--- src/rtl/bridge_commutation_seq.sv ---
// H-bridge commutation sequencer: inserts an all-off dead-time between gate patterns,
// holds each pattern for a minimum on-time, and latches a fault on kill until cleared.
module bridge_commutation_seq #(
    parameter int DEAD_CYC   = 100,
    parameter int MIN_ON_CYC = 500,
    parameter int CNT_W      = 16
) (
    input  logic       clk,
    input  logic       rst,
    input  logic       req_valid,
    input  logic [2:0] req_mode,
    output logic       req_ready,
    input  logic       kill,
    input  logic       clr,
    output logic [3:0] o_top,
    output logic [3:0] o_bot,
    output logic       o_plus,
    output logic       o_minus,
    output logic       o_pause_p,
    output logic       o_pause_n,
    output logic [2:0] cur_mode,
    output logic       busy,
    output logic       fault
);

    localparam int MAX_CYC = (DEAD_CYC > MIN_ON_CYC) ? DEAD_CYC : MIN_ON_CYC;

    generate
        if (DEAD_CYC < 1 || MIN_ON_CYC < 1 ||
            (longint'(MAX_CYC) - 1) >= (longint'(1) << CNT_W)) begin : g_bad_param
            $error("bridge_commutation_seq: DEAD_CYC/MIN_ON_CYC out of range for CNT_W");
        end
    endgenerate

    localparam logic [CNT_W-1:0] DEAD_LOAD = CNT_W'(DEAD_CYC - 1);
    localparam logic [CNT_W-1:0] ON_LOAD   = CNT_W'(MIN_ON_CYC - 1);
    localparam logic [CNT_W-1:0] CNT_ONE   = CNT_W'(1);

    typedef enum logic [1:0] {S_IDLE, S_DEAD, S_ON, S_KILL} state_t;

    state_t           state, state_n;
    logic [CNT_W-1:0] cnt, cnt_n;
    logic [2:0]       pend, pend_n, cur_n, mode_req;
    logic [3:0]       top_n, bot_n, flg, flg_n;
    logic             accept;

    // {top, bot, flags}; flags = {pause_n, pause_p, minus, plus}
    function automatic logic [11:0] pattern(input logic [2:0] m);
        case (m)
            3'd1:    pattern = {4'b0001, 4'b0010, 4'b0001};
            3'd2:    pattern = {4'b0010, 4'b0001, 4'b0010};
            3'd3:    pattern = {4'b0100, 4'b1000, 4'b0100};
            3'd4:    pattern = {4'b1000, 4'b0100, 4'b1000};
            default: pattern = 12'd0;
        endcase
    endfunction

    assign mode_req  = (req_mode > 3'd4) ? 3'd0 : req_mode;
    assign req_ready = ~kill & ((state == S_IDLE) | ((state == S_ON) & (cnt == '0)));
    assign accept    = req_valid & req_ready;
    assign busy      = (state != S_IDLE);
    assign fault     = (state == S_KILL);
    assign o_plus    = flg[0];
    assign o_minus   = flg[1];
    assign o_pause_p = flg[2];
    assign o_pause_n = flg[3];

    always_comb begin
        state_n = state;
        cnt_n   = cnt;
        pend_n  = pend;
        cur_n   = cur_mode;
        top_n   = o_top;
        bot_n   = o_bot;
        flg_n   = flg;
        if (kill) begin
            state_n = S_KILL;
            cnt_n   = '0;
            pend_n  = 3'd0;
            cur_n   = 3'd0;
            top_n   = 4'd0;
            bot_n   = 4'd0;
            flg_n   = 4'd0;
        end else begin
            case (state)
                S_IDLE: begin
                    if (accept && mode_req != 3'd0) begin
                        pend_n  = mode_req;
                        cnt_n   = DEAD_LOAD;
                        state_n = S_DEAD;
                    end
                end
                S_DEAD: begin
                    if (cnt == '0) begin
                        if (pend == 3'd0) begin
                            state_n = S_IDLE;
                        end else begin
                            {top_n, bot_n, flg_n} = pattern(pend);
                            cur_n   = pend;
                            cnt_n   = ON_LOAD;
                            state_n = S_ON;
                        end
                    end else begin
                        cnt_n = cnt - CNT_ONE;
                    end
                end
                S_ON: begin
                    // Same-mode request is acknowledged but leaves the pattern and counter alone
                    if (accept && mode_req != cur_mode) begin
                        top_n   = 4'd0;
                        bot_n   = 4'd0;
                        flg_n   = 4'd0;
                        cur_n   = 3'd0;
                        pend_n  = mode_req;
                        cnt_n   = DEAD_LOAD;
                        state_n = S_DEAD;
                    end else if (cnt != '0) begin
                        cnt_n = cnt - CNT_ONE;
                    end
                end
                S_KILL: begin
                    if (clr) state_n = S_IDLE;
                end
                default: state_n = S_IDLE;
            endcase
        end
    end

    always_ff @(posedge clk or posedge rst) begin
        if (rst) begin
            state    <= S_IDLE;
            cnt      <= '0;
            pend     <= 3'd0;
            cur_mode <= 3'd0;
            o_top    <= 4'd0;
            o_bot    <= 4'd0;
            flg      <= 4'd0;
        end else begin
            state    <= state_n;
            cnt      <= cnt_n;
            pend     <= pend_n;
            cur_mode <= cur_n;
            o_top    <= top_n;
            o_bot    <= bot_n;
            flg      <= flg_n;
        end
    end

endmodule

--- config.mk ---
export PLATFORM = sky130hd
export DESIGN_NAME = bridge_commutation_seq
export DESIGN_NICKNAME = d
export VERILOG_FILES = /design/src/rtl/bridge_commutation_seq.sv
export SDC_FILE = /design/constraint.sdc
export NUM_CORES = 1
export LEC_CHECK = 0
export ABC_AREA = 1
export BUFFER_PORTS_ARGS = -buffer_cell sky130_fd_sc_hd__clkbuf_2
export CAP_MARGIN = 20
export CORE_UTILIZATION = 50
export CTS_CLUSTER_DIAMETER = 150
export DETAILED_ROUTE_END_ITERATION = 16
export GPL_ROUTABILITY_DRIVEN = 0
export GPL_TIMING_DRIVEN = 0
export PLACE_DENSITY_LB_ADDON = 0.2
export SETUP_SLACK_MARGIN = 0.3
export SYNTH_ARGS = -nofsm -noshare
export SYNTH_HDL_FRONTEND = slang
export SYNTH_SLANG_ARGS = --single-unit
--- constraint.sdc ---
create_clock -name clk -period 2.2 [get_ports clk]
set_input_delay 0.44 -clock clk [delete_from_list [all_inputs] [get_ports clk]]
set_output_delay 0.44 -clock clk [all_outputs]
set_load 0.005 [all_outputs]
==> impl_results.rst, run 1 <==
.. list-table::
   :header-rows: 1

   * - Metric
     - Value
   * - Result of the run
     - completed
   * - Sequential element share of the synthesized area
     - 0.345
   * - Pin count of the biggest net entering global routing
     - 29
   * - Top cell type's share of synthesized area
     - 0.345
   * - Unique masters post-synth
     - 29
   * - Clock insertion delay at the later pin of the skew report
     - 0.28 ns
   * - IO Port Bufs
     - 24
   * - Clock buffers created by TritonCTS
     - 3
   * - Total Routing Usage GR
     - 0.234
   * - Overall power of the completed layout
     - 4.49 mW
   * - Total Die Area
     - 4320 um2
   * - 1st-pass router iterations
     - 4
   * - Endpoint kind of the worst setup timing path
     - primary output
   * - Average size of a mapped cell
     - 7.15 um2
   * - Worst Clk Skew
     - 0.00766 ns
   * - Number of warning messages in the yosys log
     - 0
   * - Residual DRC count
     - 0
   * - Routed wire length per instance
     - 13.6 um
   * - Power Dens Cells
     - 1620 nW/um2
   * - Worst-margin pin slew
     - 0.572 ns
   * - Hold violation count in the final report
     - 0
   * - Setup Viol. Count Final
     - 0
   * - Max VDD drop
     - 1010 uV
   * - Slew margin rel.
     - 0.618
   * - Post-synth ARST share
     - 1.00
   * - Crit path time final
     - 2.03 ns
   * - Area of the core region
     - 3770 um2
   * - Leakage
     - 1.40 nW
   * - Maximum fanout encountered on the critical timing path
     - 5
   * - Area of the mapped netlist
     - 2030 um2
   * - Maximum level of the CTS H-tree
     - 1
   * - Total length of routed wires
     - 5210 um
   * - Post-DP HPWL
     - 3290 um
   * - Reported max-cap violation count
     - 0
   * - Ratio of cells with drive above 1 in the final layout
     - 0.384
   * - Crit start category
     - flop
   * - Overflow after GRT
     - 0
   * - Count of placed standard cells including taps
     - 356
   * - Starting density of the core
     - 0.538
   * - Unrepaired setup endpoints after global routing
     - true
   * - Clock tree from TritonCTS
     - done
   * - CTS root buf
     - sky130_fd_sc_hd__clkbuf_8
   * - Total negative setup slack
     - 0 ns
   * - Critical path data required time
     - 1.76 ns
   * - Global-route wire length before repair
     - 7750 um
   * - Synth Flop Type
     - sky130_fd_sc_hd__dfrtp_1
   * - Flops & latches, synth
     - 28
   * - Routed via count
     - 2025
   * - Number of nets in the synthesized netlist
     - 298
   * - Crit Path Class
     - flop to primary output
   * - Most numerous cell in the Yosys netlist
     - sky130_fd_sc_hd__nand2_1
   * - Antenna diode count
     - 0
   * - Number of max-slew violations in the final report
     - 0
   * - Antenna violations before repair
     - 0
   * - Hold Slack
     - 0.182 ns
   * - Die width
     - 65.7 um
   * - Largest buffer count on any clock path
     - 2
   * - Syn Inst Count
     - 284
   * - Area overhead of the layout relative to synthesis
     - 36.1%
   * - Worst EP arrival
     - 1.59 ns
   * - Non-filler instance count after layout
     - 384
   * - Min-Delay Path Class
     - input pin to asynchronous set/reset pin
   * - Cell types with the highest counts after synthesis
     - sky130_fd_sc_hd__nand2_1 (72), sky130_fd_sc_hd__inv_1 (33), sky130_fd_sc_hd__nor2_1 (30), sky130_fd_sc_hd__dfrtp_1 (28), sky130_fd_sc_hd__nand3_1 (25)
   * - Sink count of the clock tree
     - 28
   * - Net count, final
     - 352
   * - Max Clk Rate
     - 492 MHz
   * - Library cell occupying the most area in the post-synthesis netlist
     - sky130_fd_sc_hd__dfrtp_1
   * - Mean number of vias per cell
     - 5.27
   * - Number of standard-cell rows in the floorplan
     - 22
   * - Antenna Nets Post-Route
     - 0
   * - Synth top area cells
     - sky130_fd_sc_hd__dfrtp_1 (35%), sky130_fd_sc_hd__nand2_1 (13%), sky130_fd_sc_hd__nand3_1 (6.2%), sky130_fd_sc_hd__inv_1 (6.1%), sky130_fd_sc_hd__nor2_1 (5.5%)
   * - EDFF count, synth
     - 0
   * - Die Span Y
     - 65.7 um
   * - Clock transition at the registers of the reported paths
     - 0.10 ns
   * - Top-level port count
     - 26
   * - Vias in the first global route
     - 1740
   * - Final period util
     - 0.924
   * - First-iteration detailed-routing DRC count
     - 83
[stage by stage]
step / instance area (um2) / setup slack [ns] / util
after floorplan: 2030 / 0.335 / -
after global placement: 2210 / 0.0187 / 0.586
after detailed placement: 2210 / 0.0261 / 0.586
after CTS: 2490 / 0.203 / 0.660
after global routing: 2760 / 0.123 / 0.733
final: 2760 / 0.167 / 0.733
[cell type report]
cell class / count / area [um2]
buffer: 12 / 98.8
clock buffer: 3 / 41.3
fill: 276 / 1010
inverter: 35 / 146
multi-input combinational: 209 / 1330
sequential: 28 / 703
tap: 48 / 60.1
timing repair buffer: 49 / 387
[report_power, final]
part	internal (mW)	leakage, nW	switching [mW]
sequential	0.680	0.374	0.228
clock	0.123	0.0216	0.160
combinational	1.44	1.01	1.86
[timing repair]
item | CTS | global route
endpoints found under the setup margin | 29 | 29
pin swaps | 7 | 13
hold buffers | 0 | 0
cloned | 1 | 1
hold endpoints to repair | 0 | 0
buffers inserted | 15 | 7
gates resized for setup | 29 | 54
[routing by layer]
metal	vias to the layer above	part of all wire	track usage
met4	0	0.016	0.0625
met1	932	0.43	0.308
met5	-	0	0
met3	9	0.048	0.0226
li1	1013	-	-
met2	71	0.50	0.404
[cell usage in the layout (no fill, tap or decap), types with 7 or more instances in the layout]
master                     instances
sky130_fd_sc_hd__nand2_1          60
sky130_fd_sc_hd__nand4_1           9
sky130_fd_sc_hd__inv_1            28
sky130_fd_sc_hd__nor2_4            8
sky130_fd_sc_hd__buf_4            21
sky130_fd_sc_hd__o21ai_0           9
sky130_fd_sc_hd__buf_6             9
sky130_fd_sc_hd__nand2_2          12
sky130_fd_sc_hd__o21ai_2           7
sky130_fd_sc_hd__nand2_4           9
sky130_fd_sc_hd__nor2_1           25
sky130_fd_sc_hd__o21ai_1          10
sky130_fd_sc_hd__dfrtp_1          26
sky130_fd_sc_hd__nand3_1          22
sky130_fd_sc_hd__clkbuf_2         24
[kinds of logic (layout without fill, tap and decap cells)]
logic type / count (synthesis) / after routing / share of synthesized area
compound gates: 34 / 34 / 0.0980
xor+xnor: 8 / 8 / 0.0345
fa+ha+maj: 6 / 6 / 0.0370
buf+inv: 47 / 99 / 0.111
flops: 28 / 28 / 0.345
simple gates: 161 / 161 / 0.375
[state kept, by name, summed over array words and instances (netlist names)]
signal,flops
cur_mode,3
state,2
o_bot,3
cnt,16
pend,3
flg,1
[critical path, cell delays in order (launching register included)]
cell and delay, ns:
sky130_fd_sc_hd__dfrtp_2 0.47, sky130_fd_sc_hd__nor2_1 0.15, sky130_fd_sc_hd__nand2_1 0.13, sky130_fd_sc_hd__nor2_4 0.19
sky130_fd_sc_hd__nand3_2 0.13, sky130_fd_sc_hd__nand2_2 0.12, sky130_fd_sc_hd__clkbuf_2 0.13
[worst paths after layout]
kind / end / from / slack [ns] / cells after the start
max in group asynchronous: cnt[12]$_DFFE_PP0P_ / rst / 1.51 / 3
hold reg to reg: pend[2]$_DFFE_PP0P_ / pend[2]$_DFFE_PP0P_ / 0.52 / 2
hold / removal: cnt[13]$_DFFE_PP0P_ / rst / 0.18 / 2
min in group clk: pend[2]$_DFFE_PP0P_ / req_mode[2] / 0.47 / 3
setup / recovery: req_ready / cnt[12]$_DFFE_PP0P_ / 0.17 / 6
setup reg to reg: cnt[1]$_DFFE_PP0P_ / cnt[12]$_DFFE_PP0P_ / 0.21 / 10
Note: power is estimated with default switching activity, not from simulation.
==> run 2, diff against run 1 <==
- CORE_UTILIZATION: 50 -> 60
- clock period: 2.2 -> 2.4 ns (I/O delays scaled with it)
==> impl_results.rst, run 2 (synthesized netlist as in run 1, its figures left out) <==
.. list-table::
   :header-rows: 1

   * - Metric
     - Value
   * - Number of flip-flops under the largest register name
     - 16 (unchanged)
   * - Endpoint of the most critical register-to-register path
     - cnt[1]$_DFFE_PP0P_ (unchanged)
   * - Worst EP arrival
     - 1.64 ns (was 1.59 ns)
   * - Total length of routed wires
     - 5010 um (was 5210 um)
   * - Worst-margin pin slew
     - 0.454 ns (was 0.572 ns)
   * - Maximum fanout encountered on the critical timing path
     - 10 (was 5)
   * - Global-route wire length before repair
     - 7950 um (was 7750 um)
   * - Top-level port count
     - 26 (unchanged)
   * - IO Port Bufs
     - 24 (unchanged)
   * - Non-filler instance count after layout
     - 371 (was 384)
   * - Setup Viol. Count Final
     - 0 (unchanged)
   * - Overflow after GRT
     - 0 (unchanged)
   * - First-iteration detailed-routing DRC count
     - 170 (was 83)
   * - Power Dens Cells
     - 1380 nW/um2 (was 1620 nW/um2)
   * - Leakage
     - 1.28 nW (was 1.40 nW)
   * - Critical path data required time
     - 1.92 ns (was 1.76 ns)
   * - Crit Path Class
     - flop to primary output (unchanged)
   * - Total negative setup slack
     - 0 ns (unchanged)
   * - Worst r2r src
     - state[0]$_DFFE_PP0P_ (was cnt[12]$_DFFE_PP0P_)
   * - Starting density of the core
     - 0.649 (was 0.538)
   * - CP max stage delay
     - 0.42 ns (was 0.47 ns)
   * - Endpoint kind of the worst setup timing path
     - primary output (unchanged)
   * - Vias in the first global route
     - 1833 (was 1740)
   * - Worst Reg2Reg Path Length in Cells
     - 13 (was 10)
   * - Clock buffers created by TritonCTS
     - 3 (unchanged)
   * - Unrepaired setup endpoints after global routing
     - true (unchanged)
   * - FF-to-FF setup slack
     - 0.33 ns (was 0.21 ns)
   * - 1st-pass router iterations
     - 5 (was 4)
   * - Ratio of cells with drive above 1 in the final layout
     - 0.287 (was 0.384)
   * - Global routing met3 resource utilization
     - 0.0411 (was 0.0226)
   * - Routed wire length per instance
     - 13.5 um (was 13.6 um)
   * - Clock tree from TritonCTS
     - done (unchanged)
   * - Total Die Area
     - 3620 um2 (was 4320 um2)
   * - Max VDD drop
     - 752 uV (was 1010 uV)
   * - Cell type of the slowest stage on the worst timing path
     - sky130_fd_sc_hd__dfrtp_1 (was sky130_fd_sc_hd__dfrtp_2)
   * - Clock transition at the registers of the reported paths
     - 0.15 ns (was 0.10 ns)
   * - Most common library cell in the layout ignoring fill and taps
     - sky130_fd_sc_hd__nand2_1 (unchanged)
   * - Antenna violations before repair
     - 0 (unchanged)
   * - Reported max-cap violation count
     - 0 (unchanged)
   * - Area overhead of the layout relative to synthesis
     - 21.3% (was 36.1%)
   * - Max Clk Rate
     - 471 MHz
   * - Top Usage Layer GRT
     - met2 (unchanged)
   * - Number of standard-cell rows in the floorplan
     - 20 (was 22)
   * - Antenna Nets Post-Route
     - 0 (unchanged)
   * - CTS root buf
     - sky130_fd_sc_hd__clkbuf_4 (was sky130_fd_sc_hd__clkbuf_8)
   * - Total Routing Usage GR
     - 0.292 (was 0.234)
   * - Crit path time final
     - 2.12 ns
   * - Die width
     - 60.2 um (was 65.7 um)
   * - Die Span Y
     - 60.2 um (was 65.7 um)
   * - GR Layer Usage met1
     - 0.398 (was 0.308)
   * - Sink count of the clock tree
     - 28 (unchanged)
   * - Pin count of the biggest net entering global routing
     - 29 (unchanged)
   * - Routed via count
     - 2041 (was 2025)
   * - Commonest cells after routing, fill and taps aside
     - sky130_fd_sc_hd__nand2_1 (72), sky130_fd_sc_hd__inv_1 (29), sky130_fd_sc_hd__nor2_1 (27), sky130_fd_sc_hd__dfrtp_1 (27), sky130_fd_sc_hd__clkbuf_2 (24) (was sky130_fd_sc_hd__nand2_1 (60), sky130_fd_sc_hd__inv_1 (28), sky130_fd_sc_hd__dfrtp_1 (26), sky130_fd_sc_hd__nor2_1 (25), sky130_fd_sc_hd__clkbuf_2 (24))
   * - Result of the run
     - completed (unchanged)
   * - Final period util
     - 0.885
   * - Clock insertion delay at the later pin of the skew report
     - 0.34 ns (was 0.28 ns)
   * - Area of the core region
     - 3130 um2 (was 3770 um2)
   * - CP most frequent cell
     - sky130_fd_sc_hd__inv_2
   * - Chain of cells forming the critical path
     - inv_2 > ha_4 > inv_2 > nor2_4 > nand3_2 > nand2_2 > clkbuf_2 (was nor2_1 > nand2_1 > nor2_4 > nand3_2 > nand2_2 > clkbuf_2)
   * - Net count, final
     - 342 (was 352)
   * - Worst Clk Skew
     - 0.00489 ns (was 0.00766 ns)
   * - GR met2 Demand/Resource
     - 0.462 (was 0.404)
   * - Min-Delay Path Class
     - input pin to asynchronous set/reset pin (unchanged)
   * - Largest register by flop count
     - cnt (unchanged)
   * - Residual DRC count
     - 0 (unchanged)
   * - Post-DP HPWL
     - 3200 um (was 3290 um)
   * - Antenna diode count
     - 0 (unchanged)
   * - Maximum level of the CTS H-tree
     - 1 (unchanged)
   * - Number of max-slew violations in the final report
     - 0 (unchanged)
   * - Slew margin rel.
     - 0.698 (was 0.618)
   * - Largest buffer count on any clock path
     - 2 (unchanged)
   * - Count of placed standard cells including taps
     - 352 (was 356)
   * - Crit start category
     - flop (unchanged)
   * - Hold violation count in the final report
     - 0 (unchanged)
   * - Mean number of vias per cell
     - 5.50 (was 5.27)
==> run 2: changes by cell type in the layout (fill, tap and decap cells not counted), moves of 4 or more <==
cell / change
sky130_fd_sc_hd__nand2_1: +12
sky130_fd_sc_hd__buf_6: -7
sky130_fd_sc_hd__nand2_2: -7
sky130_fd_sc_hd__o21ai_0: +6
sky130_fd_sc_hd__nand2_4: -5
sky130_fd_sc_hd__nor2_4: -5
sky130_fd_sc_hd__o21ai_1: -4
==> run 2: layout make-up <==
| type | instances | area [um2] |
|---|---|---|
| Buffer | 12 | 95.1 |
| Clock buffer | 4 | 36.3 |
| Fill cell | 210 | 666 |
| Inverter | 35 | 136 |
| Multi-Input combinational cell | 209 | 1180 |
| Sequential cell | 28 | 702 |
| Tap cell | 44 | 55.1 |
| Timing Repair Buffer | 39 | 256 |
==> run 2: routing by layer <==
metal	routed length (um)	share of wire	up-vias
li1	-	-	993
met1	2180	0.44	934
met2	2370	0.47	99
met3	346	0.069	15
met4	112	0.022	0
met5	0	0	-
==> run 2: how the worst max path moves through the flow <==
stage	from	endpoint	cells after the start	slack (ns)
finish	state[0]$_DFFE_PP0P_	req_ready	7	0.28
global placement	state[0]$_DFFE_PP0P_	cnt[14]$_DFFE_PP0P_	13	0.26
CTS	cnt[1]$_DFFE_PP0P_	req_ready	9	0.31
global route	cnt[0]$_DFFE_PP0P_	req_ready	9	0.21
floorplan	state[0]$_DFFE_PP0P_	cur_mode[2]$_DFFE_PP0P_	12	0.54
detailed placement	state[0]$_DFFE_PP0P_	cnt[14]$_DFFE_PP0P_	13	0.25
==> run 2: timing repair <==
action / in CTS / in global routing
pin swaps: 4 / 7
endpoints found under the setup margin: 14 / 28
buffers inserted: 8 / 6
hold buffers: 0 / 0
gates resized for setup: 10 / 14
==> run 2: through the flow <==
| stage | hold WS (ns) | power [mW] | setup WS, ns | area [um2] | util |
|---|---|---|---|---|---|
| 6_report | 0.0114 | 3.41 | 0.277 | 2460 | 0.787 |
| 5_1_grt | 0.0182 | 3.70 | 0.206 | 2460 | 0.787 |
| 4_1_cts | 0.400 | 3.15 | 0.308 | 2340 | 0.747 |
| 3_5_place_dp | 0.501 | 2.77 | 0.255 | 2210 | 0.705 |
| 3_3_place_gp | 0.498 | 2.72 | 0.265 | 2210 | 0.705 |
| 2_1_floorplan | 0.471 | 2.34 | 0.535 | 2030 | - |
==> run 2: critical path, delay by kind of cell (launching register included) <==
kind	cells	cell delay (ns)
flip-flops	1	0.42
AND/OR/NAND/NOR	3	0.38
buffers and inverters	3	0.32
adder cells (fa/ha/maj)	1	0.17
==> run 2: power by group <==
group / internal (mW) / switching (mW) / total (mW)
Sequential: 0.621 / 0.186 / 0.807
Clock: 0.0932 / 0.148 / 0.241
Combinational: 0.923 / 1.44 / 2.36
==> run 3, diff against run 2 <==
- CORE_UTILIZATION: 60 -> 48
==> impl_results.rst, run 3 (synthesized netlist as in run 1, its figures left out) <==
.. list-table::
   :header-rows: 1

   * - Metric
     - Value
   * - Result of the run
     - completed (unchanged)
   * - Total Die Area
     - 4500 um2 (was 3620 um2)
   * - Area overhead of the layout relative to synthesis
     - 19.7% (was 21.3%)
   * - Maximum fanout encountered on the critical timing path
     - 3 (was 10)
   * - Number of flip-flops under the largest register name
     - 16 (unchanged)
   * - Reported max-cap violation count
     - 0 (unchanged)
   * - Clock tree from TritonCTS
     - done (unchanged)
   * - Worst Reg2Reg Path Length in Cells
     - 15 (was 13)
   * - Net count, final
     - 337 (was 342)
   * - Clock transition at the registers of the reported paths
     - 0.10 ns (was 0.15 ns)
   * - Antenna Nets Post-Route
     - 0 (unchanged)
   * - Total Routing Usage GR
     - 0.220 (was 0.292)
   * - Power Dens Cells
     - 1370 nW/um2 (was 1380 nW/um2)
   * - Total negative setup slack
     - 0 ns (unchanged)
   * - Crit start category
     - flop (unchanged)
   * - FF-to-FF setup slack
     - 0.44 ns (was 0.33 ns)
   * - Area of the core region
     - 4030 um2 (was 3130 um2)
   * - Slew margin rel.
     - 0.633 (was 0.698)
   * - IO Port Bufs
     - 24 (unchanged)
   * - Finished layout cell area
     - 2430 um2 (was 2460 um2)
   * - Largest register by flop count
     - cnt (unchanged)
   * - Cell type of the slowest stage on the worst timing path
     - sky130_fd_sc_hd__dfrtp_1 (unchanged)
   * - Residual DRC count
     - 0 (unchanged)
   * - 1st-pass router iterations
     - 4 (was 5)
   * - Chain of cells forming the critical path
     - inv_2 > ha_4 > inv_2 > nor2_4 > nand2_2 > nor2_4 > nand3_2 > nand2_2 > clkbuf_2 (was inv_2 > ha_4 > inv_2 > nor2_4 > nand3_2 > nand2_2 > clkbuf_2)
   * - Overflow after GRT
     - 0 (unchanged)
   * - CP max stage delay
     - 0.43 ns (was 0.42 ns)
   * - Setup Viol. Count Final
     - 0 (unchanged)
   * - Worst EP arrival
     - 1.60 ns (was 1.64 ns)
   * - CTS Hold Bufs
     - 0 (unchanged)
   * - Global-route wire length before repair
     - 7570 um (was 7950 um)
   * - Largest buffer count on any clock path
     - 2 (unchanged)
   * - Pin count of the biggest net entering global routing
     - 18 (was 29)
   * - Worst Clk Skew
     - 0.00957 ns (was 0.00489 ns)
   * - Cell family with the largest share of critical-path delay
     - simple AND/OR/NAND/NOR gates (was flip-flops)
   * - Routed via count
     - 1902 (was 2041)
   * - Crit Path Class
     - flop to primary output (unchanged)
   * - Setup Slack @ Placement
     - 0.192 ns (was 0.255 ns)
   * - Routed wire length per instance
     - 12.1 um (was 13.5 um)
   * - Ratio of cells with drive above 1 in the final layout
     - 0.273 (was 0.287)
   * - Die Span Y
     - 67.0 um (was 60.2 um)
   * - Worst path bufs/invs
     - 3 (unchanged)
   * - Total length of routed wires
     - 4500 um (was 5010 um)
   * - First-iteration detailed-routing DRC count
     - 87 (was 170)
   * - Commonest cells after routing, fill and taps aside
     - sky130_fd_sc_hd__nand2_1 (70), sky130_fd_sc_hd__inv_1 (29), sky130_fd_sc_hd__dfrtp_1 (28), sky130_fd_sc_hd__nor2_1 (27) (was sky130_fd_sc_hd__nand2_1 (72), sky130_fd_sc_hd__inv_1 (29), sky130_fd_sc_hd__nor2_1 (27), sky130_fd_sc_hd__dfrtp_1 (27), sky130_fd_sc_hd__clkbuf_2 (24))
   * - Antenna diode count
     - 0 (unchanged)
   * - Crit path time final
     - 2.08 ns (was 2.12 ns)
   * - Critical path data required time
     - 1.92 ns (about the same)
   * - Final period util
     - 0.867 (was 0.885)
   * - Maximum level of the CTS H-tree
     - 1 (unchanged)
   * - Worst-margin pin slew
     - 0.549 ns (was 0.454 ns)
   * - Number of max-slew violations in the final report
     - 0 (unchanged)
   * - Post-DP HPWL
     - 3310 um (was 3200 um)
   * - Cell area after placement
     - 2240 um2 (was 2210 um2)
   * - Most common library cell in the layout ignoring fill and taps
     - sky130_fd_sc_hd__nand2_1 (unchanged)
   * - Min-Delay Path Class
     - input pin to asynchronous set/reset pin (unchanged)
   * - Clock insertion delay at the later pin of the skew report
     - 0.29 ns (was 0.34 ns)
   * - Hold violation count in the final report
     - 0 (unchanged)
   * - Max VDD drop
     - 658 uV (was 752 uV)
   * - Endpoint of the most critical register-to-register path
     - cnt[14]$_DFFE_PP0P_ (was cnt[1]$_DFFE_PP0P_)
   * - Vias in the first global route
     - 1707 (was 1833)
   * - Leakage
     - 1.25 nW (was 1.28 nW)
   * - Worst setup margin
     - 0.320 ns (was 0.277 ns)
   * - Endpoint kind of the worst setup timing path
     - primary output (unchanged)
   * - Mean number of vias per cell
     - 5.11 (was 5.50)
   * - Sink count of the clock tree
     - 28 (unchanged)
   * - Hold Slack
     - 0.201 ns (was 0.0114 ns)
   * - Max Clk Rate
     - 481 MHz (was 471 MHz)
   * - Antenna violations before repair
     - 0 (unchanged)
   * - CTS root buf
     - sky130_fd_sc_hd__clkbuf_8 (was sky130_fd_sc_hd__clkbuf_4)
   * - Starting density of the core
     - 0.504 (was 0.649)
   * - Top-level port count
     - 26 (unchanged)
   * - Number of standard-cell rows in the floorplan
     - 23 (was 20)
   * - Clock buffers created by TritonCTS
     - 3 (unchanged)
   * - Worst r2r src
     - cnt[1]$_DFFE_PP0P_ (was state[0]$_DFFE_PP0P_)
   * - Unrepaired setup endpoints after global routing
     - true (unchanged)
   * - Die width
     - 67.0 um (was 60.2 um)
-- run 3: cell count changes in the layout (fill, tap and decap cells not counted), sizes merged --
cell and change:
buf -5
-- run 3: where the power goes --
group	total, mW	internal, mW	switching (mW)
clock	0.305	0.147	0.158
combinational	2.22	0.865	1.36
sequential	0.806	0.620	0.186
-- run 3: per-stage QoR --
stage	power, mW	std cells	utilization
2_1_floorplan	2.34	284	-
3_3_place_gp	2.75	358	0.549
3_5_place_dp	2.78	359	0.556
4_1_cts	3.13	364	0.577
5_1_grt	3.66	372	0.603
6_report	3.33	372	0.603
-- run 3: cell type report --
class,count,area (um2)
clock buffer,4,55.1
timing repair buffer,34,215
inverter,35,134
multi-input combinational,209,1170
tap,50,62.6
sequential,28,701
fill,369,1600
buffer,12,91.3
-- run 3: how the worst max path moves through the flow --
stage | cells after the start | slack [ns] | startpoint | to
floorplan | 12 | 0.54 | state[0]$_DFFE_PP0P_ | cur_mode[2]$_DFFE_PP0P_
global placement | 13 | 0.22 | state[0]$_DFFE_PP0P_ | cnt[11]$_DFFE_PP0P_
detailed placement | 13 | 0.19 | state[0]$_DFFE_PP0P_ | cnt[14]$_DFFE_PP0P_
CTS | 9 | 0.30 | cnt[0]$_DFFE_PP0P_ | req_ready
global route | 9 | 0.24 | cnt[1]$_DFFE_PP0P_ | req_ready
finish | 9 | 0.32 | cnt[1]$_DFFE_PP0P_ | req_ready
-- run 3: layer usage --
layer | vias to the layer above | track usage | wire (um)
li1 | 982 | - | -
met1 | 875 | 0.290 | 2140
met2 | 38 | 0.371 | 2160
met3 | 7 | 0.0240 | 117
met4 | 0 | 0.0718 | 76
met5 | - | 0 | 0
-- run 3: repair_timing --
action | 4_1_cts | 5_1_grt
pin swaps | 0 | 5
setup buffers | 1 | 8
setup endpoints to repair | 25 | 29
resized for setup | 5 | 14
